**src/rtl/branch_tracker_if.sv**
```systemverilog
// Dispatch/execute handshake bundle for the speculative branch tracker.
// Master is the pipeline side (dispatch + execute); slave is the tracker.
interface branch_tracker_if #(
    parameter int unsigned NUM_BR      = 4,
    parameter int unsigned ROB_TAG_LEN = 5,
    parameter int unsigned ID_W        = $clog2(NUM_BR)
);
    logic                   alloc_valid;
    logic [ROB_TAG_LEN-1:0] alloc_rob_tag;
    logic                   alloc_ready;
    logic [ID_W-1:0]        alloc_id;
    logic [NUM_BR-1:0]      dep_mask;

    logic                   res_valid;
    logic [ID_W-1:0]        res_id;
    logic                   res_mispredict;

    logic                   resolve;
    logic [NUM_BR-1:0]      resolve_mask;
    logic                   kill;
    logic [NUM_BR-1:0]      kill_mask;
    logic [ROB_TAG_LEN-1:0] kill_rob_tag;
    logic                   busy;
    logic [NUM_BR-1:0]      busy_mask;

    modport master (
        output alloc_valid, alloc_rob_tag, res_valid, res_id, res_mispredict,
        input  alloc_ready, alloc_id, dep_mask, resolve, resolve_mask,
               kill, kill_mask, kill_rob_tag, busy, busy_mask
    );

    modport slave (
        input  alloc_valid, alloc_rob_tag, res_valid, res_id, res_mispredict,
        output alloc_ready, alloc_id, dep_mask, resolve, resolve_mask,
               kill, kill_mask, kill_rob_tag, busy, busy_mask
    );
endinterface

```
**src/rtl/branch_tracker.sv**
```systemverilog
// Tracks up to NUM_BR outstanding speculative branches: slot allocation,
// relative age, and resolve/squash reporting for pipeline recovery.
module branch_tracker #(
    parameter int unsigned NUM_BR      = 4,
    parameter int unsigned ROB_TAG_LEN = 5,
    parameter int unsigned ID_W        = $clog2(NUM_BR)
) (
    input  logic              clock,
    input  logic              reset,
    branch_tracker_if.slave   bus
);
    logic [NUM_BR-1:0]      valid_q, valid_n;
    logic [ROB_TAG_LEN-1:0] tag_q   [NUM_BR];
    logic [ROB_TAG_LEN-1:0] tag_n   [NUM_BR];
    logic [NUM_BR-1:0]      older_q [NUM_BR];
    logic [NUM_BR-1:0]      older_n [NUM_BR];

    logic                   resolve_q, resolve_n;
    logic [NUM_BR-1:0]      resolve_mask_q, resolve_mask_n;
    logic                   kill_q, kill_n;
    logic [NUM_BR-1:0]      kill_mask_q, kill_mask_n;
    logic [ROB_TAG_LEN-1:0] kill_tag_q, kill_tag_n;

    logic [NUM_BR-1:0]      res_onehot;
    logic [NUM_BR-1:0]      squash_vec;
    logic [NUM_BR-1:0]      clear_mask;
    logic [ROB_TAG_LEN-1:0] res_tag;
    logic                   res_hit, res_ok, res_bad;
    logic                   free_any, grant;
    logic [ID_W-1:0]        free_id;

    // Resolution decode, squash set and lowest-free-slot search
    always_comb begin
        res_onehot = NUM_BR'(1) << bus.res_id;
        res_hit    = bus.res_valid && |(res_onehot & valid_q);
        res_ok     = res_hit && !bus.res_mispredict;
        res_bad    = res_hit && bus.res_mispredict;
        squash_vec = '0;
        res_tag    = '0;
        for (int i = 0; i < NUM_BR; i++) begin
            squash_vec[i] = valid_q[i] && |(older_q[i] & res_onehot);
            if (res_onehot[i]) res_tag = tag_q[i];
        end
        clear_mask = '0;
        if (res_ok)  clear_mask = res_onehot;
        if (res_bad) clear_mask = res_onehot | squash_vec;

        free_any = ~&valid_q;
        free_id  = '0;
        for (int i = NUM_BR - 1; i >= 0; i--) begin
            if (!valid_q[i]) free_id = ID_W'(i);
        end
        grant = bus.alloc_valid && free_any && !(bus.res_valid && bus.res_mispredict);
    end

    // Next-state: clear resolved/squashed slots, then install the new branch
    always_comb begin
        valid_n        = valid_q & ~clear_mask;
        resolve_n      = res_ok;
        resolve_mask_n = res_ok ? res_onehot : '0;
        kill_n         = res_bad;
        kill_mask_n    = res_bad ? clear_mask : '0;
        kill_tag_n     = res_bad ? res_tag : '0;
        for (int i = 0; i < NUM_BR; i++) begin
            tag_n[i]   = tag_q[i];
            older_n[i] = older_q[i] & ~clear_mask;
        end
        if (grant) begin
            for (int i = 0; i < NUM_BR; i++) begin
                if (free_id == ID_W'(i)) begin
                    valid_n[i] = 1'b1;
                    tag_n[i]   = bus.alloc_rob_tag;
                    older_n[i] = valid_q & ~clear_mask;
                end
            end
        end
    end

    always_ff @(posedge clock or posedge reset) begin
        if (reset) begin
            valid_q        <= '0;
            resolve_q      <= 1'b0;
            resolve_mask_q <= '0;
            kill_q         <= 1'b0;
            kill_mask_q    <= '0;
            kill_tag_q     <= '0;
            for (int i = 0; i < NUM_BR; i++) begin
                tag_q[i]   <= '0;
                older_q[i] <= '0;
            end
        end else begin
            valid_q        <= valid_n;
            resolve_q      <= resolve_n;
            resolve_mask_q <= resolve_mask_n;
            kill_q         <= kill_n;
            kill_mask_q    <= kill_mask_n;
            kill_tag_q     <= kill_tag_n;
            for (int i = 0; i < NUM_BR; i++) begin
                tag_q[i]   <= tag_n[i];
                older_q[i] <= older_n[i];
            end
        end
    end

    assign bus.alloc_ready  = free_any && !(bus.res_valid && bus.res_mispredict);
    assign bus.alloc_id     = free_id;
    assign bus.dep_mask     = valid_q;
    assign bus.resolve      = resolve_q;
    assign bus.resolve_mask = resolve_mask_q;
    assign bus.kill         = kill_q;
    assign bus.kill_mask    = kill_mask_q;
    assign bus.kill_rob_tag = kill_tag_q;
    assign bus.busy_mask    = valid_q;
    assign bus.busy         = |valid_q;
endmodule

```
**src/flat_wrapper.sv**
```systemverilog
// flat-port wrapper written by rule: the top's interface ports become plain ports
module branch_tracker_flat 
#(
    parameter int unsigned NUM_BR      = 4,
    parameter int unsigned ROB_TAG_LEN = 5,
    parameter int unsigned ID_W        = $clog2(NUM_BR)
)
  (clock, reset, bus_alloc_valid, bus_alloc_rob_tag, bus_res_valid, bus_res_id, bus_res_mispredict, bus_alloc_ready, bus_alloc_id, bus_dep_mask, bus_resolve, bus_resolve_mask, bus_kill, bus_kill_mask, bus_kill_rob_tag, bus_busy, bus_busy_mask);
  branch_tracker_if #(.NUM_BR(NUM_BR), .ROB_TAG_LEN(ROB_TAG_LEN), .ID_W(ID_W)) bus_i ();
  input  logic clock;
  input  logic reset;
  input wire logic [$bits(bus_i.alloc_valid)-1:0] bus_alloc_valid;
  input wire logic [$bits(bus_i.alloc_rob_tag)-1:0] bus_alloc_rob_tag;
  input wire logic [$bits(bus_i.res_valid)-1:0] bus_res_valid;
  input wire logic [$bits(bus_i.res_id)-1:0] bus_res_id;
  input wire logic [$bits(bus_i.res_mispredict)-1:0] bus_res_mispredict;
  output wire logic [$bits(bus_i.alloc_ready)-1:0] bus_alloc_ready;
  output wire logic [$bits(bus_i.alloc_id)-1:0] bus_alloc_id;
  output wire logic [$bits(bus_i.dep_mask)-1:0] bus_dep_mask;
  output wire logic [$bits(bus_i.resolve)-1:0] bus_resolve;
  output wire logic [$bits(bus_i.resolve_mask)-1:0] bus_resolve_mask;
  output wire logic [$bits(bus_i.kill)-1:0] bus_kill;
  output wire logic [$bits(bus_i.kill_mask)-1:0] bus_kill_mask;
  output wire logic [$bits(bus_i.kill_rob_tag)-1:0] bus_kill_rob_tag;
  output wire logic [$bits(bus_i.busy)-1:0] bus_busy;
  output wire logic [$bits(bus_i.busy_mask)-1:0] bus_busy_mask;
  assign bus_i.alloc_valid = bus_alloc_valid;
  assign bus_i.alloc_rob_tag = bus_alloc_rob_tag;
  assign bus_i.res_valid = bus_res_valid;
  assign bus_i.res_id = bus_res_id;
  assign bus_i.res_mispredict = bus_res_mispredict;
  assign bus_alloc_ready = bus_i.alloc_ready;
  assign bus_alloc_id = bus_i.alloc_id;
  assign bus_dep_mask = bus_i.dep_mask;
  assign bus_resolve = bus_i.resolve;
  assign bus_resolve_mask = bus_i.resolve_mask;
  assign bus_kill = bus_i.kill;
  assign bus_kill_mask = bus_i.kill_mask;
  assign bus_kill_rob_tag = bus_i.kill_rob_tag;
  assign bus_busy = bus_i.busy;
  assign bus_busy_mask = bus_i.busy_mask;
  branch_tracker #(.NUM_BR(NUM_BR), .ROB_TAG_LEN(ROB_TAG_LEN), .ID_W(ID_W)) u_core (.clock(clock), .reset(reset), .bus(bus_i));
endmodule
```
**config.mk**
```make
export PLATFORM = sky130hd
export DESIGN_NAME = branch_tracker_flat
export DESIGN_NICKNAME = d
export VERILOG_FILES = /design/src/rtl/branch_tracker_if.sv /design/src/rtl/branch_tracker.sv /design/src/flat_wrapper.sv
export SDC_FILE = /design/constraint.sdc
export NUM_CORES = 1
export LEC_CHECK = 0
export ABC_AREA = 1
export CAP_MARGIN = 10
export CELL_PAD_IN_SITES_DETAIL_PLACEMENT = 1
export CELL_PAD_IN_SITES_GLOBAL_PLACEMENT = 2
export CORE_MARGIN = 2
export CORE_UTILIZATION = 30
export CTS_CLUSTER_DIAMETER = 150
export DETAILED_ROUTE_END_ITERATION = 6
export DONT_BUFFER_PORTS = 1
export PLACE_DENSITY = 0.71
export SLEW_MARGIN = 10
export SYNTH_ARGS = -nofsm -noshare
export SYNTH_HDL_FRONTEND = slang
export SYNTH_SLANG_ARGS = --single-unit
```
**constraint.sdc**
```tcl
create_clock -name clock -period 2.11 [get_ports clock]
set_clock_uncertainty 0.2 [all_clocks]
set_input_delay 0.422 -clock clock [delete_from_list [all_inputs] [get_ports clock]]
set_output_delay 0.422 -clock clock [all_outputs]
set_load 0.005 [all_outputs]
```
==> Yosys cells after proc, flatten, opt, wreduce, memory -nomap -nowiden <==
Cells that the tools add are included.
{ "op_classes": {"bitwise_logic": 12, "n_eq_ne": 3, "n_mux": 22, "n_shift": 1, "reduce_logical": 26} }
{ "op_table": {"columns": ["operator", "n"], "rows": [
  ["4-bit AND", 10],
  ["4-bit 2-to-1 mux", 8],
  ["5-bit 2-to-1 mux", 5],
  ["4-bit OR reduction", 6],
  ["16-bit 2-to-1 mux", 1],
  ["1-bit logical AND", 11],
  ["2-bit 2-to-1 mux", 4],
  ["2-bit AND reduction", 4],
  ["2-bit == test, second input constant", 2],
  ["1-bit 2-to-1 mux", 4],
  ["4-bit inverter", 1],
  ["4-bit OR", 1],
  ["4-bit AND reduction", 1],
  ["1-bit by 2-bit left shift with 4-bit output, first input constant", 1],
  ["1-bit zero test", 3],
  ["2-bit by 1-bit == test with 1-bit output, second input constant", 1],
  ["2-bit zero test", 1]
]} }
{ "totals": {"register_bits": 55, "out_inout_bits": 27} }

==> Depth between registers and ports, before layout <==
Gate-level depths: netlist of run 1.
{ "depth": {"depth_word": 11, "ltp_mapped": 9} }

==> Worst setup path after synthesis of run 1 <==
No wires, ideal clock.
{ "synth_path": {"path_type": "register -> register", "startpoint": "reg u_core.valid_q[2] (netlist: u_core.bus.busy_mask[2])", "endpoint": "reg u_core.tag_q[0] (netlist bit)", "path_stages_with_launch": 9, "required_ns": 1.792, "setup_slack_ns": 0.550, "t_arrival_ns": 1.242, "n_path_buf": 2, "setup_ns": 0.118, "cell_sequence": "dfrtp_1 buf_2 nand2_1 nand4_2 nor2_2 inv_1 buf_6 nand2_1 o21ai_2"} }
{ "synth_via": {"elab_chain_len": 5, "elab_cells_between_ends": 9} }
{ "synth_rtl": {"columns": ["item", "line_no", "source"], "rows": [
  ["start, declared", "branch_tracker.sv:12", "logic [NUM_BR-1:0] valid_q, valid_n;"],
  ["start signal, assigned", "branch_tracker.sv:92", "valid_q <= valid_n;"],
  ["2-bit 2-to-1 mux / 4-bit AND reduction (equally long branches)", "branch_tracker.sv:51, branch_tracker.sv:48", null],
  ["2-bit 2-to-1 mux / 1-bit zero test (equally long branches)", "branch_tracker.sv:51, branch_tracker.sv:48", null],
  ["2-bit 2-to-1 mux / 1-bit logical AND (equally long branches)", "branch_tracker.sv:51, branch_tracker.sv:53", null],
  ["2-bit == test / 1-bit logical AND (equally long branches)", "branch_tracker.sv:70, branch_tracker.sv:53", null],
  ["2-bit AND reduction (no source line) *", null, null],
  ["end signal, assigned by index", "branch_tracker.sv:99", "tag_q[i] <= tag_n[i];"],
  ["end, declared", "branch_tracker.sv:13", "logic [ROB_TAG_LEN-1:0] tag_q [NUM_BR];"]
]} }
Mark *: on every way between the ends. The rest lies on a longest branch, timed or not.
A chain may end at the register's enable or synchronous reset.

==> Worst setup path after layout of run 1 <==
{ "layout_path": {"startpoint": "reg u_core.valid_q[3] (netlist: u_core.bus.busy_mask[3])", "endpoint": "out bus_alloc_id[0]"} }
{ "layout_via": {"elab_chain_len": 4} }
{ "layout_rtl": {"columns": ["item", "line_no", "source"], "rows": [
  ["2-bit 2-to-1 mux (4 in series)", "branch_tracker.sv:51", "if (!valid_q[i]) free_id = ID_W'(i);"],
  ["end, declared", "flat_wrapper.sv:18", "output wire logic [$bits(bus_i.alloc_id)-1:0] bus_alloc_id;"]
]} }
No other way between the ends.

==> results.py, run 1 <==
metrics = {
    "flow_run": {
        "max_cap_violations": 0,
    },
    "synth": {
        "synth_fp_nets": 292,
        "synth_edf_count": 0,
        "ys_top_cells_by_area": "dfrtp_1 53%, nand2_1 8.1%, inv_1 6.4%",
        "synth_ff_type": "dfrtp_1",
        "yosysWarnings": 0,
        "synth_area_mm2": 0.00240,
        "yosysTopAreaCell": "dfrtp_1",
        "synth_commonest_cells": "52 x nand2_1, 51 x dfrtp_1, 41 x inv_1",
        "synth.avg_cell_area_um2": 8.58,
        "yosysMostFrequentCell": "nand2_1",
        "synth.top_cell.area_share": 0.531,
        "synth_cell_type_count": 26,
        "netlist_instances": 280,
        "ys_ff_latch": 51,
        "async_flop_share": 1.00,
        "seq_area_frac_synth": 0.531,
    },
    "sta": {
        "rsz0062_at_grt": "false",
        "slew_headroom": 0.661,
        "period_needed_ns": 1.91,
        "maxSlewViolCount": 0,
        "hold_violations": 0,
        "setup_viol": 0,
        "setup_tns_ns": 0,
        "period_share": 0.906,
        "timing.fmax_mhz": 523,
        "holdWs_ns": 0.0378,
        "worst_pin_slew_ns": 0.508,
    },
    "critical_path": {
        "crit_fanout": 7,
        "rr_startpoint": "u_core.bus.busy_mask[0]",
        "arrival_ns": 1.29,
        "worstSetupPathType": "flop to output pin",
        "r2r_cells": 7,
        "worstSetupStartpointType": "flop",
        "r2r-end": "u_core.tag_q[3]",
        "end_kind": "output pin",
        "crit_required_ns": 1.49,
        "reg2reg_slack_ns": 0.28,
    },
    "cts": {
        "htreeDepth": 2,
        "cts_root_buffer": "clkbuf_8",
        "clkTransAtPathRegs_ns": 0.09,
        "cts.path.max_buffers": 2,
        "cts_num_sinks": 51,
        "cts_tree": "done",
        "cts_setup_buffers": 0,
        "clkLatencyLatePin_ns": 0.31,
        "numCtsBuffers": 5,
    },
    "global_route": {
        "grt_pass1_vias": 1898,
        "antenna_found_initial": 0,
        "grt-ovfl-total": 0,
        "grt_pass1_wl_um": 10100,
        "grtUsageTotal": 0.152,
        "grt_max_degree": 52,
    },
    "detailed_routing": {
        "drc_errors": 0,
        "drt_first_pass_iters": 4,
        "ant_nets": 0,
        "drt-wirelength-per-cell_um": 15.9,
        "wirelength_um": 6120,
        "vias": 1812,
        "drt_iter0_markers": 86,
        "vias_per_cell": 4.69,
    },
    "final_layout": {
        "final-instance-count-excl-fill": 386,
        "diodes": 0,
        "final_core_util": 0.339,
        "syn_to_final_growth_pct": 9.11,
        "drive_above_1_share": 0.148,
        "fin_nets": 295,
    },
    "worst_hold_path": {
        "hold_end": "u_core.tag_q[5]",
        "min_from": "bus_alloc_rob_tag[0]",
        "hold_depth": 2,
        "min_path_type": "input port to flop",
    },
    "placed_design": {
        "gp_congestion": 0.758,
        "io_buffers": 0,
        "place_inst": 377,
        "dp_hpwl_um": 4450,
    },
    "die": {
        "coreArea_mm2": 0.00773,
        "num_rows": 32,
        "die_w_um": 93.5,
        "start_util": 0.311,
        "die_height_um": 93.5,
        "dieArea_mm2": 0.00874,
        "pin_count": 39,
    },
    "power_and_ir_drop": {
        "leakagePower_nw": 1.44,
        "vdd_drop_max_mv": 0.304,
        "powerDensity_mw_per_mm2": 1190,
        "p_total_mw": 3.11,
    },
    "outcome": {
        "status": "finished, final reports clean",
    },
}
worst max path at each step:
| stage | slack (ns) | end | startpoint |
|---|---|---|---|
| 3_5_place_dp | 0.28 | u_core.older_q[13] | u_core.bus.busy_mask[0] |
| 2_1_floorplan | 0.26 | u_core.bus.busy_mask[0] | reset |
| 6_report | 0.20 | bus_alloc_id[0] | u_core.bus.busy_mask[3] |
| 4_1_cts | 0.16 | bus_alloc_id[0] | u_core.bus.busy_mask[3] |
| 3_3_place_gp | 0.32 | u_core.older_q[7] | u_core.bus.busy_mask[0] |
| 5_1_grt | 0.08 | u_core.tag_q[4] | u_core.bus.busy_mask[0] |
layout by cell type (no fill, tap or decap), drive strengths merged:
cell type / n
a31oi: 1
inv: 43
dfrtp: 51
nor2: 38
a21oi: 6
nor3: 2
or2: 1
nand4: 8
o21a: 1
dlygate4sd3: 1
nand2: 63
buf: 7
nand3: 21
clkbuf: 8
o21ai: 32
clkinv: 1
where the power goes:
group	internal, mW	switching, mW
registers	1.31	0.253
clock network	0.300	0.323
logic	0.343	0.577
total	1.96	1.15
stage by stage:
step                worst slack (ns)  instance area (um2)
floorplan                      0.258                 2400
global placement               0.321                 2510
detailed placement             0.280                 2510
CTS                            0.163                 2620
global route                  0.0803                 2620
finish                         0.198                 2620
kinds of logic (layout without fill, tap and decap cells):
group	after synthesis	after routing	synth area share
AND/OR/NAND/NOR	133	133	0.273
AO/OA/AOI/OAI	40	40	0.0927
buffers and inverters	56	60	0.104
flip-flops	51	51	0.531
worst max-delay path, stage by stage (launching register included):
cell	delay [ns]
dfrtp_1	0.49
inv_1	0.18
nand2_1	0.11
a21oi_1	0.19
cell type report:
cell class	instances	area (um2)
Fill cell	944	5100
Multi-Input combinational cell	173	878
Timing Repair Buffer	8	75.1
Tap cell	102	128
Sequential cell	51	1280
Clock buffer	8	100
Inverter	44	165
timing repair:
item | 4_1_cts | 5_1_grt
hold endpoints to repair | 51 | 0
resized for setup | 0 | 0
hold buffers | 1 | 0
metal layers:
layer  GRT usage  up-vias  part of all wire
li1            -      878                 -
met1       0.196      907              0.47
met2       0.253       20              0.50
met3      0.0322        7             0.025
met4      0.0478        0             0.014
met5           0        -                 0
state kept, by name (all words and copies together) (netlist names):
signal and cells:
u_core.bus.busy_mask 4, u_core.bus.kill 1, u_core.bus.kill_mask 4, u_core.bus.kill_rob_tag 5, u_core.bus.resolve 1, u_core.bus.resolve_mask 4, u_core.older_q 12, u_core.tag_q 20
(Power assumes the default switching activity.)
==> run 2: changes to the inputs <==
- SLEW_MARGIN: 10 -> unset
==> results of run 2 <==
Final layout, timing and power as in run 1 (identical DEF).
==> run 3: changes to the inputs <==
- CAP_MARGIN: 10 -> 25
- PLACE_DENSITY: 0.71 -> 0.73
- clock period: 2.11 -> 1.55 ns (I/O delays scaled with it)
==> run 3 against run 2 <==
  * The flow now finishes with violations (setup timing)
  * Clock power rose by 33%
  * Design area rose by 18%
  * Power rose by 60%
  * Via count rose by 7.6%
  * Sequential power rose by 34%
  * Global-route usage rose by 1.6 points
  * Sequential share of layout area fell by 7.4 points
  * Die area did not move
  * Utilization rose by 6.2 points
  * Worst setup slack got worse by 0.33 ns
  * Critical path depth rose by 2
  * Non-clock buffer count rose by 33
  * Highest routed layer unchanged
==> results.py, run 3 (same netlist as run 1, synthesis figures left out) <==
metrics = {
    "power_and_ir_drop": {
        "p_total_mw": 4.97,
        "powerDensity_mw_per_mm2": 1600,
        "vdd_drop_max_mv": 0.441,
        "leakagePower_nw": 1.64,
    },
    "final_layout": {
        "syn_to_final_growth_pct": 29.2,
        "fillers": 927,
        "drive_above_1_share": 0.322,
        "regMostFlops": "u_core.tag_q",
        "final_cell_mix": "48 x dfrtp_1, 46 x nand2_1, 31 x inv_1",
        "diodes": 0,
        "largest_reg_flops": 20,
        "regArea_mm2": 0.00128,
        "design_area_mm2": 0.00310,
        "final-instance-count-excl-fill": 419,
        "final_core_util": 0.402,
        "mostFrequentLayoutCell": "dfrtp_1",
        "multi_input_area_mm2": 0.00101,
        "fin_nets": 328,
    },
    "placed_design": {
        "dp_hpwl_um": 4880,
        "place_area_mm2": 0.00269,
        "gp_congestion": 0.832,
        "io_buffers": 0,
        "place_inst": 394,
    },
    "sta": {
        "period_needed_ns": 1.68,
        "hold_violations": 0,
        "holdWs_ns": 0.0248,
        "worst_pin_slew_ns": 0.323,
        "setup_viol": 22,
        "period_share": 1.09,
        "layout_setup_ws_ns": -0.133,
        "timing.fmax_mhz": 594,
        "maxSlewViolCount": 0,
        "rsz0062_at_grt": "true",
        "slew_headroom": 0.784,
    },
    "critical_path": {
        "end_kind": "output pin",
        "crit_fanout": 3,
        "worstSetupStartpointType": "flop",
        "worstSetupPathType": "flop to output pin",
        "crit_required_ns": 1.04,
        "arrival_ns": 1.17,
        "reg2reg_slack_ns": -0.05,
    },
    "detailed_routing": {
        "drt_first_pass_iters": 4,
        "maxUsedRoutingLayer": "met4",
        "drc_errors": 0,
        "vias": 1950,
        "wl_met2_um": 3340,
        "met3_length_um": 166,
        "drt_iter0_markers": 61,
        "ant_nets": 0,
        "drt-wirelength-per-cell_um": 16.1,
        "wirelength_um": 6750,
        "vias_per_cell": 4.65,
        "wl_met1_um": 3170,
    },
    "cts": {
        "cts_root_buffer": "clkbuf_8",
        "numCtsBuffers": 5,
        "htreeDepth": 2,
        "cts_tree": "done",
        "cts_num_sinks": 51,
        "clkTransAtPathRegs_ns": 0.10,
        "clkLatencyLatePin_ns": 0.31,
        "cts.path.max_buffers": 2,
    },
    "global_route": {
        "grt_pass1_vias": 2079,
        "grt_max_degree": 26,
        "grt-ovfl-total": 0,
        "grtUsageTotal": 0.168,
        "grt_pass1_wl_um": 11100,
        "antenna_found_initial": 0,
    },
    "die": {
        "die_height_um": 93.5,
        "start_util": 0.311,
        "coreArea_mm2": 0.00773,
        "pin_count": 39,
        "dieArea_mm2": 0.00874,
        "num_rows": 32,
        "die_w_um": 93.5,
    },
    "outcome": {
        "violations": "setup timing",
        "status": "finished with violations",
    },
    "worst_hold_path": {
        "min_path_type": "input port to flop",
    },
    "flow_run": {
        "max_cap_violations": 0,
    },
}
[run 3: cell types whose count changed in the layout (fill, tap and decap cells not counted), moves of 6 or more]
cell     delta
nor2_1      -6
buf_4      +14
buf_6      +11
nand2_4     +8
nand2_1     -6
inv_1       -9
[run 3: path summary, 6_finish.rpt]
check	from	to	cells past startpoint
worst min register to register	u_core.tag_q[10]	u_core.tag_q[10]	2
worst min-delay path	bus_alloc_rob_tag[4]	u_core.tag_q[4]	2
min in group asynchronous	reset	u_core.bus.kill_mask[3]	2
max in group asynchronous	reset	u_core.tag_q[0]	3
worst max-delay path	u_core.bus.busy_mask[3]	bus_alloc_id[1]	5
worst max register to register	u_core.bus.busy_mask[3]	u_core.older_q[4]	8
[run 3: area by class of cell]
type | instances | area share
timing repair buffer | 41 | 0.133
multi-input combinational | 173 | 0.324
clock buffer | 6 | 0.0266
clock inverter | 2 | 0.00443
sequential | 51 | 0.412
inverter | 44 | 0.0576
tap | 102 | 0.0411
[run 3: worst max-delay path, stage by stage, from the launching register on]
cell	delay [ns]
dfrtp_2	0.45
buf_6	0.13
nand2_4	0.06
buf_6	0.09
inv_1	0.04
nor2_2	0.09
[run 3: what timing repair did]
item | in CTS | in global routing
gates resized for setup | 24 | 33
hold endpoints to repair | 60 | 0
setup endpoints to repair | 8 | 35
hold buffers | 6 | 0
setup buffers | 7 | 5
pin swaps | 9 | 15
[run 3: per-stage QoR]
step | setup slack [ns] | TNS [ns]
finish | -0.133 | -0.892
global route | -0.179 | -2.62
CTS | -0.137 | -0.728
detailed placement | -0.0597 | -0.210
global placement | -0.0236 | -0.0701
floorplan | 0.00971 | 0
[run 3: per-layer routing]
metal / global-route usage / up-vias
li1: - / 945
met4: 0.0404 / 0
met2: 0.284 / 28
met1: 0.220 / 971
met5: 0 / -
met3: 0.0322 / 6
[run 3: where the power goes]
group / internal [mW] / leakage (nW) / switching [mW]
Combinational: 0.932 / 0.936 / 1.11
Sequential: 1.80 / 0.650 / 0.306
Clock: 0.366 / 0.0516 / 0.461
Total: 3.09 / 1.64 / 1.88
